File: src/rtl/uart_rx.sv
// UART receiver: 16x oversampled, LSB-first, optional parity, break detection.
// Line decisions use the synchronised copy of i_rx; outputs are registered.
module uart_rx #(
  parameter int unsigned DATA_BITS   = 8,
  parameter int unsigned SYNC_STAGES = 2
) (
  input  logic                 i_clk,
  input  logic                 i_rstn,
  input  logic                 i_baud_x16,
  input  logic                 i_rx,
  input  logic                 i_parity_en,
  input  logic                 i_parity_odd,
  output logic [DATA_BITS-1:0] o_data,
  output logic                 o_valid,
  output logic                 o_frame_err,
  output logic                 o_parity_err,
  output logic                 o_busy
);

  localparam int unsigned CNT_W = 4;
  localparam int unsigned BIT_W = 3;

  typedef enum logic [2:0] {
    S_IDLE,
    S_START,
    S_DATA,
    S_PARITY,
    S_STOP,
    S_BREAK
  } state_e;

  logic [SYNC_STAGES-1:0] sync_q;
  logic                   rx_s;

  state_e                 state_q, state_d;
  logic [CNT_W-1:0]       cnt_q, cnt_d;
  logic [BIT_W-1:0]       bit_q, bit_d;
  logic [DATA_BITS-1:0]   shift_q, shift_d;
  logic                   par_en_q, par_en_d;
  logic                   par_odd_q, par_odd_d;
  logic                   par_err_q, par_err_d;
  logic [DATA_BITS-1:0]   data_q, data_d;
  logic                   valid_q, valid_d;
  logic                   frame_err_q, frame_err_d;
  logic                   parity_err_q, parity_err_d;
  logic                   busy_q, busy_d;

  // Line synchroniser; resets to the idle (high) level.
  always_ff @(posedge i_clk or negedge i_rstn) begin
    if (!i_rstn) begin
      sync_q <= '1;
    end else begin
      sync_q <= {sync_q[SYNC_STAGES-2:0], i_rx};
    end
  end

  assign rx_s = sync_q[SYNC_STAGES-1];

  always_ff @(posedge i_clk or negedge i_rstn) begin
    if (!i_rstn) begin
      state_q      <= S_IDLE;
      cnt_q        <= '0;
      bit_q        <= '0;
      shift_q      <= '0;
      par_en_q     <= 1'b0;
      par_odd_q    <= 1'b0;
      par_err_q    <= 1'b0;
      data_q       <= '0;
      valid_q      <= 1'b0;
      frame_err_q  <= 1'b0;
      parity_err_q <= 1'b0;
      busy_q       <= 1'b0;
    end else begin
      state_q      <= state_d;
      cnt_q        <= cnt_d;
      bit_q        <= bit_d;
      shift_q      <= shift_d;
      par_en_q     <= par_en_d;
      par_odd_q    <= par_odd_d;
      par_err_q    <= par_err_d;
      data_q       <= data_d;
      valid_q      <= valid_d;
      frame_err_q  <= frame_err_d;
      parity_err_q <= parity_err_d;
      busy_q       <= busy_d;
    end
  end

  // Everything except the valid pulse only moves on a baud tick.
  always_comb begin
    state_d      = state_q;
    cnt_d        = cnt_q;
    bit_d        = bit_q;
    shift_d      = shift_q;
    par_en_d     = par_en_q;
    par_odd_d    = par_odd_q;
    par_err_d    = par_err_q;
    data_d       = data_q;
    valid_d      = 1'b0;
    frame_err_d  = frame_err_q;
    parity_err_d = parity_err_q;

    if (i_baud_x16) begin
      cnt_d = cnt_q + CNT_W'(1);
      unique case (state_q)
        S_IDLE: begin
          cnt_d = '0;
          if (!rx_s) begin
            state_d   = S_START;
            par_en_d  = i_parity_en;
            par_odd_d = i_parity_odd;
            par_err_d = 1'b0;
            bit_d     = '0;
          end
        end
        S_START: begin
          if (cnt_q == CNT_W'(7)) begin
            cnt_d   = '0;
            state_d = rx_s ? S_IDLE : S_DATA;
          end
        end
        S_DATA: begin
          if (cnt_q == CNT_W'(15)) begin
            shift_d = {rx_s, shift_q[DATA_BITS-1:1]};
            bit_d   = bit_q + BIT_W'(1);
            if (bit_q == BIT_W'(DATA_BITS - 1)) begin
              state_d = par_en_q ? S_PARITY : S_STOP;
            end
          end
        end
        S_PARITY: begin
          if (cnt_q == CNT_W'(15)) begin
            par_err_d = (^shift_q) ^ rx_s ^ par_odd_q;
            state_d   = S_STOP;
          end
        end
        S_STOP: begin
          if (cnt_q == CNT_W'(15)) begin
            valid_d      = 1'b1;
            data_d       = shift_q;
            frame_err_d  = ~rx_s;
            parity_err_d = par_en_q & par_err_q;
            state_d      = rx_s ? S_IDLE : S_BREAK;
          end
        end
        S_BREAK: begin
          cnt_d = '0;
          if (rx_s) begin
            state_d = S_IDLE;
          end
        end
        default: begin
          cnt_d   = '0;
          state_d = S_IDLE;
        end
      endcase
    end

    busy_d = (state_d != S_IDLE);
  end

  assign o_data       = data_q;
  assign o_valid      = valid_q;
  assign o_frame_err  = frame_err_q;
  assign o_parity_err = parity_err_q;
  assign o_busy       = busy_q;

endmodule

File: config.mk
export PLATFORM = sky130hd
export DESIGN_NAME = uart_rx
export DESIGN_NICKNAME = d
export VERILOG_FILES = /design/src/rtl/uart_rx.sv
export SDC_FILE = /design/constraint.sdc
export NUM_CORES = 1
export LEC_CHECK = 0
export BUFFER_PORTS_ARGS = -buffer_cell sky130_fd_sc_hd__buf_2
export CAP_MARGIN = 10
export CORE_UTILIZATION = 40
export CTS_CLUSTER_DIAMETER = 150
export CTS_CLUSTER_SIZE = 16
export DETAILED_ROUTE_END_ITERATION = 8
export PLACE_DENSITY = 0.65
export SKIP_LAST_GASP = 1
export SLEW_MARGIN = 20
export SYNTH_ARGS = -nofsm -noshare
export SYNTH_HDL_FRONTEND = slang
export SYNTH_SLANG_ARGS = --single-unit
File: constraint.sdc
create_clock -name i_clk -period 2.2 [get_ports i_clk]
set_input_delay 0.11 -clock i_clk [delete_from_list [all_inputs] [get_ports i_clk]]
set_output_delay 0.11 -clock i_clk [all_outputs]
set_load 0.01 [all_outputs]
==> impl_metrics.py <==
metrics = {
    "routing": {
        "routedWlPerCell_um": 13.5,
        "first_pass_iters": 4,
        "routed_wl_um": 2840,
        "post-route-drc-count": 0,
        "num_vias": 1095,
        "via_per_inst": 5.21,
        "drt_iter0_drc": 104,
        "ant_nets": 0,
    },
    "clocking": {
        "post_cts_buffers": 0,
        "insertion_delay_ns": 0.29,
        "htreeDepth": 2,
        "cts-root-buf": "clkbuf_8",
        "cts_tree": "built",
        "numCtsBuffers": 5,
        "clock-sinks": 35,
        "clk_path_buf_depth": 2,
        "clk_pin_slew_ns": 0.07,
    },
    "floorplan": {
        "core_sq_um": 4030,
        "die_y_um": 67.2,
        "die_area_sq_um": 4510,
        "start_util_pct": 42.1,
        "ios": 18,
        "rows": 23,
        "die_w_um": 67.2,
    },
    "global_routing": {
        "gr-max-usage-layer": "met2",
        "grt_pass1_vias": 1164,
        "grt_max_degree": 36,
        "grt_pass1_wl_um": 5100,
        "use_met3_pct": 4.05,
        "grt_usage_pct": 15.6,
        "met1_usage_pct": 18.4,
        "use_met2_pct": 25.5,
        "grt_overflow": 0,
        "antenna_found_initial": 0,
    },
    "timing": {
        "finalSetupViolations": 0,
        "slew_headroom_pct": 48.6,
        "finClkSkew_ns": 0.00752,
        "post-route-period-util_pct": 88.7,
        "whs_ns": 0.0542,
        "worst_pin_slew_ns": 0.771,
        "hold_viol_final": 0,
        "fmax_mhz": 513,
        "drv_slew": 0,
        "setup_tns_ns": 0,
        "finalCriticalPeriod_ns": 1.95,
        "grt_setup_unrepaired": "no",
    },
    "logic_synthesis": {
        "synthesis.nets": 148,
        "yosysUniqueCellTypes": 40,
        "ys_seq_elements": 35,
        "synth_edf_count": 0,
        "synthCells": 139,
        "ys_warn_count": 0,
        "synth_top_flop_cell": "dfrtp_1",
        "yosysSeqAreaShare_pct": 51.7,
        "syn_area_per_cell_sq_um": 12.2,
        "synth_area_sq_um": 1700,
        "async_reset_ff_share_pct": 100,
    },
    "finish": {
        "n_fill_cell": 386,
        "layout_common_cells": "dfrtp_1 (33), mux2_2 (19), buf_2 (17)",
        "antenna_cells": 0,
        "final_common_cell": "dfrtp_1",
        "syn_to_final_growth_pct": 12.6,
        "layout.cells.non_filler": 210,
        "drive_above_1_share_pct": 34.4,
        "multi_input_area_sq_um": 723,
        "regArea_sq_um": 878,
        "nets": 168,
        "fin_area_sq_um": 1910,
    },
    "hold_path": {
        "hold_class": "primary input to flip-flop",
        "whs_path_depth": 2,
    },
    "power": {
        "p_int_mw": 1.18,
        "power.share.switching_pct": 27.5,
        "ir_drop_mv": 0.523,
        "power_density_nw_per_um2": 850,
        "p_seq_share_pct": 48.6,
        "p_leak_nw": 0.898,
        "p_clk_share_pct": 35.1,
        "p_comb_share_pct": 16.3,
        "switchingPower_uw": 447,
    },
    "outcome": {
        "status": "finished clean",
    },
    "setup_path": {
        "critPathLaunchType": "flip-flop",
        "crit_type": "flip-flop to flip-flop",
        "crit_fanout": 10,
        "slowest_stage": "dfrtp_1",
        "end_kind": "flip-flop",
        "path_cells": "ha_1 > and3_1 > nand2_1 > nor3b_2 > buf_4 > mux2_2",
        "reg2reg_depth": 6,
        "critPathMaxStageDelay_ns": 0.40,
        "cp.arrival_ns": 2.12,
        "cp.required_ns": 2.37,
    },
    "placement": {
        "dpl_cell_area_sq_um": 1780,
        "place_inst": 200,
        "gp_congestion": 0.870,
        "dpl.hpwl_um": 1980,
        "port_buffers": 17,
    },
    "run": {
        "drv_cap": 0,
    },
}
worst max-delay path: cells and delay by family, from the launching register on:
kind          cells  cell delay, ns
simple gates      3            0.64
flops             1            0.40
mux               1            0.35
fa+ha+maj         1            0.24
buf+inv           1            0.20
metal layers:
metal / share of wire (%) / vias up / wire length, um
met5: 0 / - / 0
met4: 2.3 / 0 / 66
met3: 4.2 / 8 / 119
met2: 49 / 24 / 1380
met1: 45 / 531 / 1270
li1: - / 532 / -
cells in the mapped netlist, types with 3 or more instances:
master / count / area [sq um]
xnor2_1: 11 / 96.3
o21ai_0: 5 / 25.0
nand2_1: 11 / 41.3
ha_1: 3 / 37.5
buf_6: 3 / 33.8
inv_1: 4 / 15.0
nand3_1: 5 / 25.0
mux2_2: 19 / 214
dfrtp_1: 33 / 826
power groups by stage:
stage	clock network, mW	logic [mW]	registers, mW
global route	0.620	0.304	0.803
detailed placement	0	0.264	0.801
finish	0.571	0.265	0.790
floorplan	0	0.269	0.760
CTS	0.587	0.269	0.789
global placement	0	0.257	0.799
repair_timing:
action,CTS,global route
endpoints found under the hold margin,34,0
hold buffers,2,0
resized for setup,0,0
final timing paths:
| path | from | to | slack, ns |
|---|---|---|---|
| max | cnt_q[0] | shift_q[4] | 0.25 |
| min | i_parity_odd | par_odd_q | 0.05 |
| max reg2reg | cnt_q[0] | shift_q[4] | 0.25 |
| min reg2reg | sync_q[0] | sync_q[1] | 0.36 |
| max in group asynchronous | i_rstn | o_data[4] | 1.28 |
| min in group asynchronous | i_rstn | o_busy | 0.43 |
layout make-up:
cell class | count | share of cell area (%)
well taps | 50 | 3.27
multi-input cells | 92 | 37.8
repair buffers | 21 | 6.28
clock buffers | 5 | 3.60
clock inverters | 3 | 2.29
inverters | 4 | 0.785
flip-flops and latches | 35 | 45.9
stage by stage:
step	power [mW]	setup slack (ns)	util [%]
5_1_grt	1.73	0.121	47.5
4_1_cts	1.64	0.253	47.5
3_5_place_dp	1.07	0.280	44.2
6_report	1.63	0.249	47.5
2_1_floorplan	1.03	0.430	-
3_3_place_gp	1.06	0.338	44.2
flip-flops by register name, summed over array words and instances (netlist names):
| name | flops |
|---|---|
| par_en_q | 1 |
| par_err_q | 1 |
| o_frame_err | 1 |
| bit_q | 3 |
| par_odd_q | 1 |
| o_data | 8 |
| shift_q | 8 |
| state_q | 3 |
| o_parity_err | 1 |
| o_busy | 1 |
| o_valid | 1 |
| cnt_q | 4 |
| sync_q | 2 |
kinds of logic (layout without fill, tap and decap cells):
logic type	count (synthesis)	after routing	share of synthesized area (%)
AO/OA/AOI/OAI	21	21	8.40
XOR/XNOR	12	12	6.19
AND/OR/NAND/NOR	35	35	12.0
buffers and inverters	12	33	5.67
multiplexers	21	21	13.8
adder cells (fa/ha/maj)	3	3	2.21
flip-flops	35	35	51.7
Power figures use the tool's default switching activity.
